File: src/rtl/reg_file_pkg.sv
// +-----------------------------------------------------------------+
// | reg_file_pkg : shared widths and types for the integer reg file |
// | Rev 1.0                                                          |
// +-----------------------------------------------------------------+
`default_nettype none

package reg_file_pkg;

  localparam int XLEN       = 32;
  localparam int NUM_REGS   = 32;
  localparam int REG_ADDR_W = 5;

  typedef logic [REG_ADDR_W-1:0] reg_addr_t;
  typedef logic [XLEN-1:0]       xlen_t;

  // x0 never produces a bit, so callers can OR/mask without special-casing it
  function automatic logic [NUM_REGS-1:0] reg_onehot(input logic en, input reg_addr_t idx);
    reg_onehot = '0;
    if (en && idx != '0) reg_onehot[idx] = 1'b1;
  endfunction

endpackage

`default_nettype wire

File: src/rtl/reg_file_if.sv
// +-----------------------------------------------------------------+
// | reg_file_if : decode <-> register file read/issue/writeback bus |
// | Rev 1.0                                                          |
// +-----------------------------------------------------------------+
`default_nettype none

interface reg_file_if;
  import reg_file_pkg::*;

  logic      read_en;
  reg_addr_t rs1;
  reg_addr_t rs2;
  logic      hazard;
  xlen_t     rs1_data;
  xlen_t     rs2_data;
  logic      data_valid;
  logic      issue_en;
  reg_addr_t issue_rd;
  logic      wb_en;
  reg_addr_t wb_rd;
  xlen_t     wb_data;

  modport master (
    output read_en, rs1, rs2, issue_en, issue_rd, wb_en, wb_rd, wb_data,
    input  hazard, rs1_data, rs2_data, data_valid
  );

  modport slave (
    input  read_en, rs1, rs2, issue_en, issue_rd, wb_en, wb_rd, wb_data,
    output hazard, rs1_data, rs2_data, data_valid
  );

endinterface

`default_nettype wire

File: src/rtl/reg_scoreboard.sv
// +-----------------------------------------------------------------+
// | reg_scoreboard : busy bits for issued-but-unwritten registers   |
// | Option: REG_FILE_BYPASS_EN masks the writeback target. Rev 1.0  |
// +-----------------------------------------------------------------+
`default_nettype none

module reg_scoreboard
  import reg_file_pkg::*;
(
  input  logic                clk,
  input  logic                rst_n,
  input  logic                issue_en_i,
  input  reg_addr_t           issue_rd_i,
  input  logic                wb_en_i,
  input  reg_addr_t           wb_rd_i,
  output logic [NUM_REGS-1:0] busy_eff_o
);

  logic [NUM_REGS-1:0] busy_q;
  logic [NUM_REGS-1:0] busy_d;
  logic [NUM_REGS-1:0] wb_hot;
  logic [NUM_REGS-1:0] issue_hot;

  assign wb_hot    = reg_onehot(wb_en_i, wb_rd_i);
  assign issue_hot = reg_onehot(issue_en_i, issue_rd_i);

  // Set applied after clear so a same-cycle issue to the writeback target stays busy
  always_comb begin
    busy_d = (busy_q & ~wb_hot) | issue_hot;
  end

  always_ff @(posedge clk) begin
    if (rst_n) begin
      busy_q <= '0;
    end else begin
      busy_q <= busy_d;
    end
  end

`ifdef REG_FILE_BYPASS_EN
  assign busy_eff_o = busy_q & ~wb_hot;
`else
  assign busy_eff_o = busy_q;
`endif

endmodule

`default_nettype wire

File: src/rtl/reg_file.sv
// +-----------------------------------------------------------------+
// | reg_file : integer register file, 2 read / 1 write, busy bits   |
// | Option: REG_FILE_BYPASS_EN write-to-read forwarding. Rev 1.0    |
// +-----------------------------------------------------------------+
`default_nettype none

module reg_file
  import reg_file_pkg::*;
(
  input  logic      clk,
  input  logic      rst_n,
  reg_file_if.slave bus
);

  xlen_t               regs_q [NUM_REGS];
  logic [NUM_REGS-1:0] busy_eff;
  xlen_t               rs1_val;
  xlen_t               rs2_val;
  xlen_t               rs1_data_q;
  xlen_t               rs2_data_q;
  logic                data_valid_q;
  logic                accept;

  reg_scoreboard u_scoreboard (
    .clk        (clk),
    .rst_n      (rst_n),
    .issue_en_i (bus.issue_en),
    .issue_rd_i (bus.issue_rd),
    .wb_en_i    (bus.wb_en),
    .wb_rd_i    (bus.wb_rd),
    .busy_eff_o (busy_eff)
  );

  always_ff @(posedge clk) begin
    if (rst_n) begin
      for (int i = 0; i < NUM_REGS; i++) regs_q[i] <= '0;
    end else if (bus.wb_en && bus.wb_rd != '0) begin
      regs_q[bus.wb_rd] <= bus.wb_data;
    end
  end

  always_comb begin
    rs1_val = (bus.rs1 == '0) ? '0 : regs_q[bus.rs1];
    rs2_val = (bus.rs2 == '0) ? '0 : regs_q[bus.rs2];
`ifdef REG_FILE_BYPASS_EN
    if (bus.wb_en && bus.wb_rd != '0 && bus.wb_rd == bus.rs1) rs1_val = bus.wb_data;
    if (bus.wb_en && bus.wb_rd != '0 && bus.wb_rd == bus.rs2) rs2_val = bus.wb_data;
`endif
  end

  assign bus.hazard = bus.read_en && (busy_eff[bus.rs1] || busy_eff[bus.rs2]);
  assign accept     = bus.read_en && !bus.hazard;

  // Operands hold their last accepted values while no read is accepted
  always_ff @(posedge clk) begin
    if (rst_n) begin
      rs1_data_q   <= '0;
      rs2_data_q   <= '0;
      data_valid_q <= 1'b0;
    end else begin
      data_valid_q <= accept;
      if (accept) begin
        rs1_data_q <= rs1_val;
        rs2_data_q <= rs2_val;
      end
    end
  end

  assign bus.rs1_data   = rs1_data_q;
  assign bus.rs2_data   = rs2_data_q;
  assign bus.data_valid = data_valid_q;

endmodule

`default_nettype wire

File: src/flat_wrapper.sv
// flat-port wrapper written by rule: the top's interface ports become plain ports
module reg_file_flat import reg_file_pkg::*;
  (clk, rst_n, bus_read_en, bus_rs1, bus_rs2, bus_issue_en, bus_issue_rd, bus_wb_en, bus_wb_rd, bus_wb_data, bus_hazard, bus_rs1_data, bus_rs2_data, bus_data_valid);
  reg_file_if bus_i ();
  input  logic clk;
  input  logic rst_n;
  input wire logic [$bits(bus_i.read_en)-1:0] bus_read_en;
  input wire logic [$bits(bus_i.rs1)-1:0] bus_rs1;
  input wire logic [$bits(bus_i.rs2)-1:0] bus_rs2;
  input wire logic [$bits(bus_i.issue_en)-1:0] bus_issue_en;
  input wire logic [$bits(bus_i.issue_rd)-1:0] bus_issue_rd;
  input wire logic [$bits(bus_i.wb_en)-1:0] bus_wb_en;
  input wire logic [$bits(bus_i.wb_rd)-1:0] bus_wb_rd;
  input wire logic [$bits(bus_i.wb_data)-1:0] bus_wb_data;
  output wire logic [$bits(bus_i.hazard)-1:0] bus_hazard;
  output wire logic [$bits(bus_i.rs1_data)-1:0] bus_rs1_data;
  output wire logic [$bits(bus_i.rs2_data)-1:0] bus_rs2_data;
  output wire logic [$bits(bus_i.data_valid)-1:0] bus_data_valid;
  assign bus_i.read_en = bus_read_en;
  assign bus_i.rs1 = bus_rs1;
  assign bus_i.rs2 = bus_rs2;
  assign bus_i.issue_en = bus_issue_en;
  assign bus_i.issue_rd = bus_issue_rd;
  assign bus_i.wb_en = bus_wb_en;
  assign bus_i.wb_rd = bus_wb_rd;
  assign bus_i.wb_data = bus_wb_data;
  assign bus_hazard = bus_i.hazard;
  assign bus_rs1_data = bus_i.rs1_data;
  assign bus_rs2_data = bus_i.rs2_data;
  assign bus_data_valid = bus_i.data_valid;
  reg_file u_core (.clk(clk), .rst_n(rst_n), .bus(bus_i));
endmodule
File: config.mk
export PLATFORM = sky130hd
export DESIGN_NAME = reg_file_flat
export DESIGN_NICKNAME = d
export VERILOG_FILES = /design/src/rtl/reg_file_pkg.sv /design/src/rtl/reg_file_if.sv /design/src/rtl/reg_scoreboard.sv /design/src/rtl/reg_file.sv /design/src/flat_wrapper.sv
export SDC_FILE = /design/constraint.sdc
export NUM_CORES = 2
export LEC_CHECK = 0
export BUFFER_PORTS_ARGS = -buffer_cell sky130_fd_sc_hd__clkbuf_2
export CAP_MARGIN = 25
export CORE_UTILIZATION = 40
export CTS_CLUSTER_DIAMETER = 150
export DETAILED_ROUTE_END_ITERATION = 10
export PLACE_DENSITY = 0.61
export SYNTH_ARGS = -nofsm -noshare
export SYNTH_HDL_FRONTEND = slang
export SYNTH_SLANG_ARGS = --single-unit
File: constraint.sdc
create_clock -name clk -period 2.9 [get_ports clk]
set_input_delay 0.435 -clock clk [delete_from_list [all_inputs] [get_ports clk]]
set_output_delay 0.435 -clock clk [all_outputs]
set_load 0.01 [all_outputs]
==> out/summary.txt <==
status: finished clean
CTS Hold Buffers Added: 0
Top Family by Delay on Critical Path: buffers and inverters
synthesized cell area: 0.0586 sq mm
root buffer cell: clkbuf_16
Post-synth top flop: edfxtp_1
Clk Latency, worst-skew pair: 750 ps
vias in the first global route: 35.1k
leading area contributor after synthesis: edfxtp_1
number of nets still failing antenna checks after routing: 0
initial core utilization: 40.3%
GRT Overall Usage: 26.1%
RSZ-0062 raised after global routing: no
final cell count without fillers: 5880
Final Cycle Share: 94.6%
Post-Syn Instances: 3718
detailed-route via count: 35.7k
iteration count of the initial detailed-routing pass: 6
CP max stage delay: 290 ps
P_leak: 23.1 nW
Clock Path Buffers: 3
Resized cells post-CTS: 0
Post-synth top cells: 1024 x edfxtp_1, 995 x and2_1, 616 x mux4_2
max_cap viols: 0
Crit path arrival time: 2310 ps
Final Hold Viols: 0
filler cell count: 12.4k
number of flops mapped to enable cells by yosys: 1024
Final Setup Violations: 0
CTS sink count: 1121
DIE WIDTH: 385 microns
Die Ht: 385 microns
Setup TNS: 0 ps
placed cells: 5654
Crit path top cell by count: buf_4
Core Box Area: 0.146 sq mm
synthesized area per cell: 15.8 sq um
FF/Latch Area: 0.0327 sq mm
DP Wirelength: 118000 microns
H-tree levels: 3
Final Slew Violations: 0
Setup Buffers After CTS: 0
Synth Register Bits: 1121
first-pass GRT wire length: 271000 microns
global-route congestion overflow total: 0
largest net degree at the start of global routing: 45
Buf/Inv on CP: 5
Synth area leaders: edfxtp_1 52%, mux4_2 24%, and2_1 11%
CTS Buf Count: 118
hold crit path type: input pin to register
Power Density: 581 mW/mm^2
Max FO, Critical Path: 19
CP Data Required Time: 2470 ps
Synth top area share: 52.5%
Final #Nets: 3914
power consumption: 0.0390 W
Final Wtd Congestion: 0.941
Slowest-stage cell, CP: buf_4
FFs w/ async S/R, synth: 0%
sequential area share after synthesis: 55.8%
Yosys warning total: 0
clk_skew: 21.6 ps
Avg WL per Cell: 32.8 microns
Synth cell types: 45
most frequent cell after synthesis: edfxtp_1
DRC: 0
share of layout cells above drive strength 1: 31.2%
Buffers on Ports: 122
final critical-path required period: 2740 ps
Syn-to-layout area delta: 14.6%
row cnt: 140
DR vias/cell: 6.07
crit path cell chain: buf_8 > buf_12 > buf_4 > buf_4 > mux2i_1 > a22oi_1 > nand2_1 > o21ai_1 > nor3_1 > nor2_1 > clkbuf_2
Worst setup EP type: output port
# IOs: 123
Routed WL: 193000 microns
Worst VDD drop: 0.000488 V
Max Fclk: 365 MHz
initial antenna violation count: 28
CTS tree: yes
kind of critical path: input pin to output port
Rel. slew slack: 31.4%
design area: 0.0672 sq mm
critical path launch point type: input pin
initial drt markers: 4961
Core Util, Final: 46.1%
die area: 0.148 sq mm
worst-margin pin slew: 1030 ps
Placement Cell Area: 0.0634 sq mm
multi-input combinational cell area: 0.0244 sq mm
CTS clk-pin slew, worst paths: 60 ps
[power breakdown]
group	internal (W)	total (W)	leakage, nW	switching [W]
Sequential	0.0186	0.0191	10.6	0.000538
Clock	0.00842	0.0149	1.82	0.00653
Combinational	0.00233	0.00497	10.7	0.00264
Total	0.0293	0.0390	23.1	0.00971
[per-stage QoR]
stage	worst slack [ps]	hold slack, ps
final	157	90.7
after global routing	65.6	66.9
after CTS	178	28.2
after detailed placement	81.6	465
after global placement	53.9	461
after floorplan	447	457
[state kept, by name, indices dropped and copies added (netlist names)]
name and flops:
u_core.bus.rs2_data 32, u_core.u_scoreboard.busy_eff_o 32, u_core.regs_q 1024, u_core.bus.data_valid 1, u_core.bus.rs1_data 32
[worst register-to-register path, stage by stage (launching register included)]
cell	delay (ps)
edfxtp_1	360
mux4_2	240
mux2i_1	120
mux2_2	290
a22o_1	220
nor3_1	700
mux2_2	300
[per-layer routing]
layer,GRT usage (%),up-vias,part of all wire [%]
met1,37.3,18800,40
li1,-,14500,-
met5,0,-,0.065
met4,7.73,22,3.2
met3,5.23,327,10
met2,40.4,2052,46
[final cells by class]
type | count | share of cell area (%)
repair buffers | 370 | 5.60
multi-input cells | 2212 | 36.4
flip-flops and latches | 1121 | 48.7
inverters | 34 | 0.190
diodes | 9 | 0.0335
well taps | 1917 | 3.57
clock buffers | 158 | 4.83
clock inverters | 59 | 0.708
[worst paths after layout]
path	start	end	slack (ps)	cells after the start
max	bus_rs1[0]	bus_hazard	160	11
min	rst_n	u_core.bus.rs2_data[5]	90	3
max reg2reg	u_core.regs_q[16][1]	u_core.bus.rs2_data[1]	600	6
min reg2reg	u_core.bus.rs1_data[30]	u_core.bus.rs1_data[30]	480	2
[cell families after synthesis]
| kind of cell | count (synthesis) | share of synthesized area (%) |
|---|---|---|
| AOI/OAI and AO/OA | 172 | 1.85 |
| buffers and inverters | 416 | 3.19 |
| DFF | 1121 | 55.8 |
| muxes | 749 | 26.0 |
| other | 1 | 0.00640 |
| and+or+nand+nor | 1259 | 13.2 |
[placed cells by master, fill, tap and decap left out, types with 28 or more instances in the layout]
cell type  instances
inv_1             32
nand2_1           33
and2_1           995
buf_4            152
clkbuf_2         113
a21o_2            28
nand2b_1          62
nor2_4            29
dfxtp_1           97
a21oi_1           67
mux2i_1          117
mux4_2           616
buf_12            97
clkbuf_1          29
nor2b_1           73
edfxtp_1        1024
conb_1            32
clkbuf_16        121
Power figures use the tool's default switching activity.
